[src/rtl/mod_n_counter_pkg.sv]
// Shared constants and helpers for the modulo-N counter family.
// Optional saturating build: define MOD_N_COUNTER_SAT_EN.
package mod_n_counter_pkg;

    // Direction encoding for the Up pin
    localparam logic CNT_UP   = 1'b1;
    localparam logic CNT_DOWN = 1'b0;

    // What the count register does on the next edge, in priority order
    typedef enum logic [1:0] {
        OP_HOLD = 2'd0,
        OP_STEP = 2'd1,
        OP_LOAD = 2'd2,
        OP_CLR  = 2'd3
    } cnt_op_e;

    // Bits needed to hold 0..n-1 (minimum 1), so instantiators can size WIDTH
    function automatic int clog2(input int n);
        int r;
        r = 0;
        for (int i = 0; i < 31; i++) begin
            if ((1 << i) < n) r = i + 1;
        end
        return (r < 1) ? 1 : r;
    endfunction

    // Clear beats load beats an enabled step; everything else holds
    function automatic cnt_op_e sel_op(input logic clr, input logic load, input logic step);
        if (clr)       return OP_CLR;
        else if (load) return OP_LOAD;
        else if (step) return OP_STEP;
        else           return OP_HOLD;
    endfunction

endpackage

[src/rtl/mod_n_next.sv]
// Combinational next-state and terminal-count logic for mod_n_counter.
// Wraps at the rails by default; with MOD_N_COUNTER_SAT_EN defined it
// holds at MODULUS-1 going up and at 0 going down.
module mod_n_next
    import mod_n_counter_pkg::*;
#(
    parameter int MODULUS = 10,
    parameter int WIDTH   = 4
) (
    input  logic [WIDTH-1:0] q,
    input  logic             up,
    input  logic             load,
    input  logic [WIDTH-1:0] d,
    output logic [WIDTH-1:0] nxt,
    output logic             tc
);

    localparam logic [WIDTH-1:0] MAXV = WIDTH'(MODULUS - 1);
    localparam logic [WIDTH:0]   MODV = (WIDTH + 1)'(MODULUS);

    logic             at_max;
    logic             at_min;
    logic             d_ok;
    logic [WIDTH-1:0] load_val;
    logic [WIDTH-1:0] step_up;
    logic [WIDTH-1:0] step_dn;

    // Rail detection and terminal count for the current direction
    always_comb begin
        at_max = (q == MAXV);
        at_min = (q == '0);
        tc     = (up == CNT_UP) ? at_max : at_min;
    end

    // Load value is clamped so Q can never leave 0..MODULUS-1
    always_comb begin
        d_ok     = ({1'b0, d} < MODV);
        load_val = d_ok ? d : MAXV;
    end

    // One step in each direction; the rail behaviour is the only difference between builds
    always_comb begin
`ifdef MOD_N_COUNTER_SAT_EN
        step_up = at_max ? q  : q + WIDTH'(1);
        step_dn = at_min ? q  : q - WIDTH'(1);
`else
        // With MODULUS == 2^WIDTH the explicit wrap matches natural overflow
        step_up = at_max ? '0   : q + WIDTH'(1);
        step_dn = at_min ? MAXV : q - WIDTH'(1);
`endif
    end

    // Load takes precedence over a step; the caller decides whether either applies
    always_comb begin
        if (load)              nxt = load_val;
        else if (up == CNT_UP) nxt = step_up;
        else                   nxt = step_dn;
    end

endmodule

[src/rtl/mod_n_counter.sv]
// Synchronous cascadable modulo-N counter: count register, priority mux and carry-out.
// Optional saturating build: define MOD_N_COUNTER_SAT_EN (handled in mod_n_next).
module mod_n_counter
    import mod_n_counter_pkg::*;
#(
    parameter int MODULUS   = 10,
    parameter int WIDTH     = 4,
    parameter int RESET_VAL = 0
) (
    input  logic             Clk,
    input  logic             Clr,
    input  logic             En,
    input  logic             Ci,
    input  logic             Up,
    input  logic             Load,
    input  logic [WIDTH-1:0] D,
    output logic [WIDTH-1:0] Q,
    output logic             Tc,
    output logic             Co
);

    // Reject configurations whose count range does not fit or whose reset value is out of range
    if (MODULUS < 2 || MODULUS > 2 ** WIDTH) begin : g_bad_modulus
        $error("mod_n_counter: MODULUS must be in 2..2**WIDTH");
    end
    if (RESET_VAL < 0 || RESET_VAL >= MODULUS) begin : g_bad_reset
        $error("mod_n_counter: RESET_VAL must be in 0..MODULUS-1");
    end

    localparam logic [WIDTH-1:0] RST = WIDTH'(RESET_VAL);

    logic [WIDTH-1:0] nxt;
    logic             step;
    cnt_op_e          op;

    mod_n_next #(
        .MODULUS (MODULUS),
        .WIDTH   (WIDTH)
    ) u_next (
        .q    (Q),
        .up   (Up),
        .load (Load),
        .d    (D),
        .nxt  (nxt),
        .tc   (Tc)
    );

    // Carry-out looks at the pre-edge Q, so a load that coincides with a wrap still carries
    always_comb begin
        step = En & Ci;
        Co   = Tc & step;
        op   = sel_op(Clr, Load, step);
    end

    // Count register with clear > load > step > hold priority
    always_ff @(posedge Clk) begin
        case (op)
            OP_CLR:  Q <= RST;
            OP_LOAD: Q <= nxt;
            OP_STEP: Q <= nxt;
            default: Q <= Q;
        endcase
    end

endmodule

[config.mk]
export PLATFORM = sky130hd
export DESIGN_NAME = mod_n_counter
export DESIGN_NICKNAME = d
export VERILOG_FILES = /design/src/rtl/mod_n_counter_pkg.sv /design/src/rtl/mod_n_next.sv /design/src/rtl/mod_n_counter.sv
export SDC_FILE = /design/constraint.sdc
export NUM_CORES = 1
export LEC_CHECK = 0
export CORE_AREA = 4 4 41 43
export DETAILED_ROUTE_END_ITERATION = 6
export DIE_AREA = 0 0 45 47
export PLACE_DENSITY = 0.55
export SYNTH_ARGS = -nofsm -noshare
export SYNTH_HDL_FRONTEND = slang
export SYNTH_SLANG_ARGS = --single-unit
[constraint.sdc]
create_clock -name Clk -period 3.9 [get_ports Clk]
set_input_delay 0.78 -clock Clk [delete_from_list [all_inputs] [get_ports Clk]]
set_output_delay 0.78 -clock Clk [all_outputs]
set_load 0.02 [all_outputs]
==> Word level (Yosys, flattened, before mapping) <==
Cells that the tools add are included.
W data, S select, Z words.
{ "word_totals": {"ff_bits": 4} }
{ "classes": {"n_addsub": 2, "order_cmp": 1, "n_eq_ne": 4, "mux": 10, "bitwise_logic": 2, "reduce_logical": 3} }
{ "ops": {"columns": ["cell", "count"], "rows": [
  ["$mux W4", 5],
  ["$pmux W4 S2", 1],
  ["$add A4 B1 Y4 const B", 1],
  ["$eq A2 B2 Y1 const B", 2],
  ["$eq A4 B4 Y1 const B", 1],
  ["$logic_not A4 Y1", 1],
  ["$lt A4 B4 Y1 const B", 1],
  ["$mux W2", 2],
  ["$sub A4 B1 Y4 const B", 1],
  ["$and A1 B1 Y1", 2],
  ["$eq A2 B1 Y1 const B", 1],
  ["$mux W1", 2],
  ["$reduce_bool A2 Y1", 1],
  ["$reduce_or A2 Y1", 1]
]} }

==> Logic depth before layout (Yosys ltp) <==
{ "logic_depth": {"ltp_word": 7, "depth_mapped": 6} }

==> Cells and area by module <==
A second synthesis with hierarchy kept.
{ "hier_totals": {"cells_unflattened": 50, "hier_area_um2": 416.6} }
{ "modules_own_cells": {"columns": ["module", "n_inst", "cells_per_inst", "area_each_um2"], "rows": [
  ["mod_n_next", 1, 36, 235.2],
  ["mod_n_counter", 1, 14, 181.4]
]} }

==> Least setup slack after synthesis <==
OpenSTA, ideal clock, no wires.
{ "synth_path": {"kind": "input to output", "start": "input port Up", "end": "output port Co", "arrival_ns": 1.762, "t_required_ns": 3.120, "setup_slack_ns": 1.358, "cell_stages": 4, "path_buffers": 1, "path_cell_list": "clkbuf_2 -> and3_1 -> nor2_1 -> nor4_1"} }
{ "synth_via": {"elab_chain_cells": 2} }
{ "synth_lines": {"columns": ["element", "line_no", "text"], "rows": [
  ["start: declaration", "mod_n_counter.sv:14", "input logic Up,"],
  ["$mux W1", "mod_n_next.sv:32", "tc = (up == CNT_UP) ? at_max : at_min;"],
  ["$and A1 B1 Y1", "mod_n_counter.sv:51", "Co = Tc & step;"],
  ["end: declaration", "mod_n_counter.sv:19", "output logic Co"]
]} }
No other way between the ends.

==> Worst setup path after layout <==
Ends and elaborated chain as after synthesis.

==> results by group <==
Synth
  – Number of synthesized register bits: 4
  – Synth Instances: 45
  – Average size of a mapped cell: 8.70 sq um
  – Post-synth design cell area: 392 sq um
  – Async S/R FF share, synth: 0%
  – Synth Flop Type: edfxtp_1
  – Mapped Nets: 56
  – Yosys warning total: 0
  – Number of flops mapped to enable cells by yosys: 4
  – Distinct cells, synth: 30
  – Seq/Total Area, Yosys: 30.7%
  – Area leader, netlist: edfxtp_1
  – Post-synth top area share: 30.7%
  – Area contributors post-synth: edfxtp_1, nand2b_1, a221oi_1

Clock network
  – Post CTS Setup Buffer Count: 0
  – CTS tree: built
  – CTS sink cnt: 4
  – Clock Root Buffer: clkbuf_4
  – CTS Hold Bufs: 0
  – Clock network latency to the later pin of the worst-skew pair: 230 ps
  – Num CTS Buffers: 3
  – Post-CTS sizing: 0
  – Clock slew seen by the registers of the worst setup and hold paths: 40 ps
  – CTS Buffer Depth: 2
  – H-tree depth: 1

Placed design
  – Port buffer count: 15
  – Post-DP HPWL: 788 microns
  – RePlAce Congestion: 0.791

Final layout
  – Share of cells above drive strength 1: 8.33%
  – Most frequent cells in the layout: clkdlybuf4s50_1, edfxtp_1, inv_1, nor2_1
  – Fillers: 147
  – Most common cell after layout, fill and taps aside: clkdlybuf4s50_1
  – Nets@finish: 73
  – Largest regs: Q (4)
  – Top reg by flops: Q
  – Max reg flops: 4
  – Area of the multi-input gates: 233 sq um
  – Register area: 120 sq um
  – Antenna Cells: 0
  – Fin util: 43.0%
  – Area Growth Syn to Fin: 42.8%

GRT
  – Gr usage total: 10.9%
  – Vias in the first global route: 378
  – First-pass GRT wire length: 1610 microns
  – Largest net degree at the start of global routing: 12
  – Grt ovf: 0
  – Initial antenna violation count: 0

Power
  – Power Density: 338 mW/mm^2
  – Maximum vdd drop: 0.208 mV
  – Total power: 0.189 mW
  – Leakage: 0.206 nW

Timing
  – Minimum clock period: 3220 ps
  – Worst Skew: 1.41 ps
  – Setup TNS: 0 ps
  – Period utilization: 82.7%
  – Final setup fails: 0
  – Hold Fails Final Rpt: 0
  – Slew headroom: 75.6%
  – Hold_ws: 882 ps
  – Fin. max-slew vios: 0
  – Actual slew at the worst max-slew pin: 366 ps
  – Fmax: 310 MHz
  – RSZ-0062 raised after global routing: no

Detailed routing
  – Routed wl met3: 52 microns
  – Met2 Wirelength: 475 microns
  – Mean number of vias per cell: 5.45
  – Met1 WL: 445 microns
  – Total wire length: 973 microns
  – Avg WL per Cell: 13.0 microns
  – Initial DRC count: 10
  – DRT Pass-1 Iters: 4
  – Max Used Layer: met3
  – Routed Antenna Nets: 0
  – Routed vias: 409
  – DRC: 0

Die
  – Core box area: 0.00130 sq mm
  – Die width: 45 microns
  – Starting Density: 30.1%
  – Die height: 47 microns
  – Die ar.: 0.00212 sq mm
  – I/O pin count: 16
  – Rows: 13

Worst setup path
  – Crit-path max FO: 8
  – Arr. time, crit path: 2440 ps
  – Worst Path Required: 3120 ps
  – CP endpoint kind: output pin
  – R2r worst-path depth: 3
  – CP Launch Type: input port
  – Kind of critical path: in -> out

Worst hold path
  – Worst Hold Path Cells: 1
  – Hold WC Path Type: reg -> reg

Status
  – Outcome: finished clean

Job
  – MaxCap Viol Count: 0
## kinds of logic (layout without fill, tap and decap cells)
group                    after synthesis  after routing  share of synthesized area, %
AND/OR/NAND/NOR                       22             22                          35.1
AO/OA/AOI/OAI                          9              9                          16.6
buffers and inverters                  7             22                          9.90
flip-flops                             4              4                          30.7
XOR/XNOR                               2              2                          4.47
adder cells (fa/ha/maj)                1              1                          3.19
## area by class of cell
cell class,count,area share [%]
Clock buffer,3,4.03
Inverter,4,2.68
Multi-Input combinational cell,34,41.6
Sequential cell,4,21.5
Tap cell,15,3.36
Timing Repair Buffer,15,26.8
## per-stage QoR
step                cells  setup slack [ps]  instance area [sq um]
floorplan              45              1360                    392
global placement       72               698                    537
detailed placement     72               684                    537
CTS                    75               672                    559
global route           75               532                    559
finish                 75               677                    559
## where the power goes
part           switching [mW]  total, mW  internal (mW)
combinational          0.0316     0.0686         0.0370
sequential             0.0152     0.0706         0.0554
clock                  0.0155     0.0498         0.0343
## final timing paths
path	startpoint	to	slack, ps
setup / recovery	Up	Co	680
setup reg to reg	Q[0]	Q[1]	2340
hold / removal	Q[0]	Q[0]	880
hold reg to reg	Q[0]	Q[0]	880
## cells in the mapped netlist, types with 2 or more instances
cell type	number
a221oi_1	2
edfxtp_1	4
inv_1	4
nand2b_1	3
nor2_1	4
nor3_1	3
nor4_1	2
## critical path: stages
cell and delay (ps):
clkdlybuf4s50_1 610, and3_1 190, nor2_1 50, nor4_1 160, clkdlybuf4s50_1 650
## per-layer routing
metal  vias up  global-route usage, %
met5         -                      0
met4         0                   1.75
li1        208                      -
met1       187                   13.1
met2        14                   18.1
met3         0                   4.98
No activity file was read; power rests on OpenSTA's default activity.
